### src/rtl/serial_addsub.sv
// Bit-serial adder/subtractor. One full-adder cell and a carry flop
// process one operand bit per clock, LSB first. A start/busy/done
// handshake frames each operation; sum, carry-out and signed overflow
// are registered and held until the next completion.
module serial_addsub #(
  parameter int WIDTH = 8
) (
  input  logic             clk,
  input  logic             rst_n,
  input  logic             start,
  input  logic             sub,
  input  logic [WIDTH-1:0] a,
  input  logic [WIDTH-1:0] b,
  input  logic             cin,
  output logic             busy,
  output logic             done,
  output logic [WIDTH-1:0] sum,
  output logic             cout,
  output logic             ovf
);

  localparam int CNT_W = $clog2(WIDTH) + 1;

  typedef enum logic {
    IDLE = 1'b0,
    RUN  = 1'b1
  } state_t;

  state_t             r_state;
  logic [WIDTH-1:0]   r_a;
  logic [WIDTH-1:0]   r_b;
  logic [WIDTH-2:0]   r_res;
  logic               r_carry;
  logic [CNT_W-1:0]   r_cnt;
  logic               r_busy;
  logic               r_done;
  logic [WIDTH-1:0]   r_sum;
  logic               r_cout;
  logic               r_ovf;

  logic               w_bit;
  logic               w_carry;
  logic               w_last;
  logic [WIDTH-1:0]   w_res_next;

  // Full-adder sum output.
  function automatic logic fa_sum(input logic x, input logic y, input logic c);
    return x ^ y ^ c;
  endfunction

  // Full-adder carry output (majority of the three inputs).
  function automatic logic fa_carry(input logic x, input logic y, input logic c);
    return (x & y) | (x & c) | (y & c);
  endfunction

  assign w_bit      = fa_sum(r_a[0], r_b[0], r_carry);
  assign w_carry    = fa_carry(r_a[0], r_b[0], r_carry);
  assign w_last     = (r_cnt == CNT_W'(WIDTH - 1));
  // New result bit enters at the top; after the final bit this is the
  // complete result with bit 0 at position 0.
  assign w_res_next = {w_bit, r_res};

  // Control FSM plus serial datapath: accept operands in IDLE, one bit per cycle in RUN.
  always_ff @(posedge clk or negedge rst_n) begin
    if (!rst_n) begin
      r_state <= IDLE;
      r_a     <= '0;
      r_b     <= '0;
      r_res   <= '0;
      r_carry <= 1'b0;
      r_cnt   <= '0;
      r_busy  <= 1'b0;
      r_done  <= 1'b0;
      r_sum   <= '0;
      r_cout  <= 1'b0;
      r_ovf   <= 1'b0;
    end else begin
      r_done <= 1'b0;
      case (r_state)
        IDLE: begin
          if (start) begin
            // Subtract is a + ~b + 1, so invert B and force the carry.
            r_a     <= a;
            r_b     <= sub ? ~b : b;
            r_carry <= sub ? 1'b1 : cin;
            r_cnt   <= '0;
            r_busy  <= 1'b1;
            r_state <= RUN;
          end
        end
        RUN: begin
          r_a     <= r_a >> 1;
          r_b     <= r_b >> 1;
          r_res   <= w_res_next[WIDTH-1:1];
          r_carry <= w_carry;
          r_cnt   <= r_cnt + CNT_W'(1);
          if (w_last) begin
            // On the MSB step r_carry still holds the carry into the MSB,
            // so overflow is that carry XOR the carry out of the MSB.
            r_sum   <= w_res_next;
            r_cout  <= w_carry;
            r_ovf   <= r_carry ^ w_carry;
            r_done  <= 1'b1;
            r_busy  <= 1'b0;
            r_state <= IDLE;
          end
        end
        default: begin
          r_state <= IDLE;
          r_busy  <= 1'b0;
        end
      endcase
    end
  end

  assign busy = r_busy;
  assign done = r_done;
  assign sum  = r_sum;
  assign cout = r_cout;
  assign ovf  = r_ovf;

endmodule

### config.mk
export PLATFORM = sky130hd
export DESIGN_NAME = serial_addsub
export DESIGN_NICKNAME = d
export VERILOG_FILES = /design/src/rtl/serial_addsub.sv
export SDC_FILE = /design/constraint.sdc
export NUM_CORES = 1
export LEC_CHECK = 0
export CORE_UTILIZATION = 55
export DETAILED_ROUTE_END_ITERATION = 8
export GPL_TIMING_DRIVEN = 1
export PLACE_DENSITY = 0.83
export SYNTH_ARGS = -nofsm -noshare
export SYNTH_HDL_FRONTEND = slang
export SYNTH_SLANG_ARGS = --single-unit
### constraint.sdc
create_clock -name clk -period 3.2 [get_ports clk]
set_input_delay 0.32 -clock clk [delete_from_list [all_inputs] [get_ports clk]]
set_output_delay 0.32 -clock clk [all_outputs]
set_load 0.05 [all_outputs]
==> impl_metrics.yaml, run 1 <==
status:
  status: "finished, final reports clean"
layout:
  fin_cells: 223
  area_growth_pct: 21.87
  n_antenna_cell: 0
  nFillCells: 253
  multi_input_area_um2: 735.7
  ff_latch_area_um2: 1026
  layout-drive-gt1-share_pct: 15.08
  nNetsFinal: 202
clock_tree:
  cts.sinks: 41
  cts-root-buf: "clkbuf_4"
  clock_latency_ps: 350
  clock_path_buffers: 2
  cts_tree: "done"
  h-tree-depth: 2
  post-cts-setup-buffers: 0
  hold_buffers: 0
  postCtsResizedCells: 0
  numCtsBuffers: 5
  clkTransAtPathRegs_ps: 110
critical_path:
  crit_buf_inv: 1
  crit_path_max_incr_delay_ps: 820
  critPathCaptureType: "output pin"
  path_delay_family: "buffers and inverters"
  crit_chain: "clkdlybuf4s50_1"
  cp.required_ps: 2880
  cp_slowest_cell: "clkdlybuf4s50_1"
  cp-start-kind: "flip-flop"
  crit_arrival_ps: 1540
  crit_type: "reg2out"
  crit_fanout: 2
timing:
  maxSlewHeadroom_pct: 42.76
  hold-worst-slack_ps: 69.74
  skew_ps: 11.58
  slew_violations: 0
  tightest_slew_ps: 858.6
  max_freq_mhz: 537.2
  setup_viol: 0
  timing.final.ws_setup_ps: 1339
  rsz0062_at_grt: "false"
  final.setup.tns_ps: 0
  hold_viol_final: 0
  period_share_pct: 58.17
  fin_crit_ps: 1861
pwr:
  p_leak_nw: 1.053
  design_power_total_mw: 2.078
  p_per_area_nw_per_um2: 931.5
  ir_worst_vdd_mv: 0.4090
floorplanning:
  rows: 20
  core_um2: 3103
  start_util_pct: 58.99
  dieWidth_um: 59.69
  ioPinCount: 33
  die_h_um: 59.69
  dieArea_um2: 3563
synth:
  synth_fa_ha_area_share_pct: 1.777
  synth.largest_area_cell: "dfrtp_1"
  ys_async_sr_fraction_pct: 100.0
  synth_mux_area_share_pct: 19.48
  synthTopCellsByCount: "dfrtp_1, nand2_1, o21ai_0, mux2i_1, mux2_2"
  synth_edf_count: 0
  synth_top_area_share_pct: 56.05
  syn_avg_cell_area_um2: 12.37
  synth_compound_area_share_pct: 6.767
  synth_area_leaders: "dfrtp_1, mux2i_1, mux2_4"
  synth-xor-area-share_pct: 5.263
  synth-simple-area-share_pct: 6.904
  syn_nets: 171
  syn_area_um2: 1831
  synth_most_common_cell: "dfrtp_1"
  ys_seq_area_share_pct: 56.05
  synth-seq-cells: 41
  syn_inst: 148
  synth_top_family_by_area: "multiplexers"
  synthFlopType: "dfrtp_1"
  synth.distinct_cells: 23
  ys_warn_count: 0
routing:
  drc: 0
  ant_nets: 0
  drtIter0Drc: 33
  num_vias: 1153
  viasPerCell: 5.170
  drt_wl_total_mm: 3.131
  drt_pass1_iterations: 4
  wl_per_cell_um: 14.04
global_routing:
  grt_start_max_net_pins: 42
  grt_pass1_wl_mm: 4.968
  grt_usage_pct: 20.30
  grt_overflow_total: 0
  antenna_found_initial: 0
  grt_pass1_vias: 1066
placement:
  gp_congestion: 0.7308
  dp_cells: 216
  port_buffers: 32
  hpwl_mm: 2.246
  dp_slack_ps: 1519
run:
  cap_violations: 0
worst_hold_path:
  hold_class: "in2async"
==> layout make-up <==
type	instances	area share (%)
Sequential cell	41	45.99
Multi-Input combinational cell	94	32.98
Timing Repair Buffer	34	14.81
Tap cell	44	2.468
Clock buffer	5	1.683
Clock inverter	2	1.570
Inverter	3	0.5048
==> placed cells by master (no fill, tap or decap) <==
cell / n
dfrtp_1: 41
clkdlybuf4s50_1: 31
nand2_1: 18
o21ai_0: 18
mux2i_1: 15
mux2_2: 9
xor2_1: 8
mux2_4: 7
nor2_1: 5
clkbuf_4: 5
inv_1: 3
xnor2_1: 3
o22ai_1: 2
nand3_1: 2
buf_4: 2
nand4b_4: 1
a211oi_1: 1
nand2b_1: 1
a21oi_1: 1
a22o_1: 1
fa_1: 1
ha_1: 1
clkinv_2: 1
bufinv_16: 1
buf_2: 1
==> flip-flops by register name, summed over array words and instances (netlist names) <==
signal and count:
r_carry 1, r_state 1, cout 1, r_b 8
sum 8, r_a 8, busy 1, done 1
r_cnt 4, ovf 1, r_res 7
==> metrics by stage <==
stage               utilization (%)  instance area [um2]
floorplan                         -                 1831
global placement              69.56                 2158
detailed placement            69.56                 2158
CTS                           71.90                 2231
global route                  71.90                 2231
finish                        71.90                 2231
==> cells by family (layout without fill, tap and decap cells) <==
| logic type | Yosys count | count (layout) |
|---|---|---|
| buf+inv | 13 | 44 |
| mux | 31 | 31 |
| xor+xnor | 11 | 11 |
| flops | 41 | 41 |
| fa+ha+maj | 2 | 2 |
| compound gates | 23 | 23 |
| simple gates | 27 | 27 |
==> per-layer routing <==
layer	GRT usage [%]	vias to the layer above	routed length (um)	part of all wire, %
met4	11.30	0	74	2.4
met1	24.13	548	1312	42
met2	32.38	35	1587	51
met5	0	-	0	0
met3	6.710	6	156	5.0
li1	-	564	-	-
==> path summary, 6_finish.rpt <==
path	startpoint	endpoint	slack [ps]	cells past startpoint
max	cout$_DFFE_PN0P_	cout	1340	1
min	rst_n	cout$_DFFE_PN0P_	70	1
max reg2reg	r_state$_DFF_PN0_	busy$_DFFE_PN0P_	1740	4
min reg2reg	r_b[3]$_DFFE_PN0P_	r_b[2]$_DFFE_PN0P_	490	2
max in group asynchronous	rst_n	busy$_DFFE_PN0P_	2590	1
min in group clk	r_b[3]$_DFFE_PN0P_	r_b[2]$_DFFE_PN0P_	490	2
==> where the power goes <==
part           internal, mW  switching, mW  total (mW)
Combinational         0.399          0.477       0.876
Clock                 0.159          0.162       0.321
Sequential            0.728          0.153       0.881
Total                  1.29          0.792        2.08
(Power assumes the default switching activity.)
==> run 2, diff against run 1 <==
--- a/config.mk
+++ b/config.mk
@@ -5,10 +5,10 @@
 export SDC_FILE = /design/constraint.sdc
 export NUM_CORES = 1
 export LEC_CHECK = 0
-export CORE_UTILIZATION = 55
+export CORE_UTILIZATION = 51
 export DETAILED_ROUTE_END_ITERATION = 8
 export GPL_TIMING_DRIVEN = 1
-export PLACE_DENSITY = 0.83
+export PLACE_DENSITY = 0.78
 export SYNTH_ARGS = -nofsm -noshare
 export SYNTH_HDL_FRONTEND = slang
 export SYNTH_SLANG_ARGS = --single-unit
==> constraint.sdc (replaced) <==
create_clock -name clk -period 1.9 [get_ports clk]
set_input_delay 0.19 -clock clk [delete_from_list [all_inputs] [get_ports clk]]
set_output_delay 0.19 -clock clk [all_outputs]
set_load 0.05 [all_outputs]
==> run 2 against run 1 <==
Net effect:
- worst hold slack improved by 370 ps
- combinational power is 72% higher
- core utilization down 6.2 points
- design area is 0.11% lower
- critical path depth unchanged
- clock power up 22%
- global-route usage up 0.68 points
- final cell count grew 1.8%
- register-to-register slack worse by 1300 ps
- sequential share of layout area grew 0.052 points
- sequential cell count unchanged
- via count rose by 2.3%
- largest cell class unchanged
==> impl_metrics.yaml, run 2 (synthesis gave the netlist of run 1 again) <==
clock_tree:
  clkTransAtPathRegs_ps: 110
  h-tree-depth: 2
  postCtsResizedCells: 0
  cts.sinks: 41
  cts_tree: "done"
  clock_latency_ps: 340
  cts-root-buf: "clkbuf_4"
  clock_path_buffers: 2
  numCtsBuffers: 5
layout:
  area_growth_pct: 21.74
  fin_cells: 227
  nNetsFinal: 205
  n_antenna_cell: 0
  nFillCells: 271
  ff_latch_area_um2: 1026
  layout-drive-gt1-share_pct: 15.47
  layout_commonest_cell: "dfrtp_1"
  multi_input_area_um2: 735.7
  fin_area_um2: 2228
  most-common-layout-cells: "dfrtp_1, clkdlybuf4s50_1, nand2_1, o21ai_0, mux2i_1"
routing:
  ant_nets: 0
  drt_pass1_iterations: 4
  drc: 0
  wl_per_cell_um: 14.59
  drtIter0Drc: 45
  viasPerCell: 5.194
  num_vias: 1179
  drt_wl_total_mm: 3.313
global_routing:
  grt_pass1_vias: 1224
  grt_overflow_total: 0
  grt_usage_pct: 20.97
  antenna_found_initial: 0
  grt_pass1_wl_mm: 5.644
  grt_start_max_net_pins: 42
floorplanning:
  die_h_um: 61.91
  rows: 21
  start_util_pct: 54.01
  dieWidth_um: 61.91
  dieArea_um2: 3833
  core_um2: 3390
  ioPinCount: 33
timing:
  period_share_pct: 90.62
  tightest_slew_ps: 521.1
  rsz0062_at_grt: "false"
  hold-worst-slack_ps: 435.6
  final.setup.tns_ps: 0
  hold_viol_final: 0
  slew_violations: 0
  skew_ps: 7.117
  maxSlewHeadroom_pct: 65.15
  fin_crit_ps: 1722
  max_freq_mhz: 580.8
  setup_viol: 0
placement:
  hpwl_mm: 2.401
  post_dp_cell_area_um2: 2176
  port_buffers: 32
  dp_cells: 220
  gp_congestion: 0.7337
pwr:
  p_per_area_nw_per_um2: 1520
  ir_worst_vdd_mv: 0.6289
  p_leak_nw: 1.052
critical_path:
  path_delay_family: "buffers and inverters"
  crit_arrival_ps: 1530
  critPathCaptureType: "output pin"
  crit_type: "reg2out"
  crit_fanout: 2
  crit_buf_inv: 1
  path_depth: 1
  cp-start-kind: "flip-flop"
  crit_chain: "clkdlybuf4s50_1"
  r2r_cells: 3
  cp_slowest_cell: "clkdlybuf4s50_1"
  crit_path_max_incr_delay_ps: 820
  cp.required_ps: 1710
run:
  cap_violations: 0
status:
  status: "finished, final reports clean"
worst_hold_path:
  hold_class: "in2async"
-- run 2: per-layer routing --
metal | vias up | track usage, % | part of all wire [%]
li1 | 566 | - | -
met1 | 575 | 24.83 | 41
met3 | 6 | 6.004 | 4.0
met2 | 32 | 36.87 | 53
met4 | 0 | 6.667 | 1.3
met5 | - | 0 | 0
-- run 2: path summary, 6_finish.rpt --
kind	startpoint	end	slack [ps]
max	sum[0]$_DFFE_PN0P_	sum[0]	180
min	rst_n	r_b[7]$_DFFE_PN0P_	440
max reg2reg	r_cnt[0]$_DFFE_PN0P_	sum[6]$_DFFE_PN0P_	460
min reg2reg	ovf$_DFFE_PN0P_	ovf$_DFFE_PN0P_	500
max in group asynchronous	rst_n	done$_DFF_PN0_	1120
min in group clk	a[7]	r_a[7]$_DFFE_PN0P_	480
-- run 2: final cells by class --
cell class	instances	share of cell area, %
Tap cell	46	2.583
Clock buffer	5	1.684
Inverter	3	0.5053
Clock inverter	1	0.2246
Timing Repair Buffer	37	15.95
Multi-Input combinational cell	94	33.02
Sequential cell	41	46.04
-- run 2: per-stage QoR --
| stage | utilization (%) | worst slack [ps] | power, mW |
|---|---|---|---|
| 3_3_place_gp | 64.19 | 478.2 | 2.931 |
| 6_report | 65.74 | 178.2 | 3.387 |
| 2_1_floorplan | - | 583.0 | 2.568 |
| 5_1_grt | 65.74 | 115.0 | 3.637 |
| 4_1_cts | 65.74 | 163.5 | 3.419 |
| 3_5_place_dp | 64.19 | 402.7 | 3.030 |
-- run 2: worst min-delay path, cell delays in order --
cell           delay, ps
dlygate4sd3_1        520
buf_2                100
buf_4                430
-- run 2: repair_timing --
| action | 4_1_cts | 5_1_grt |
|---|---|---|
| hold buffers | 1 | 0 |
| hold endpoints to repair | 41 | 0 |
| setup buffers | 0 | 0 |
| setup endpoints to repair | 0 | 0 |
-- run 2: report_power, final --
part	internal, mW	switching (mW)
Clock	0.129	0.262
Sequential	1.23	0.254
Combinational	0.686	0.829
Total	2.04	1.35
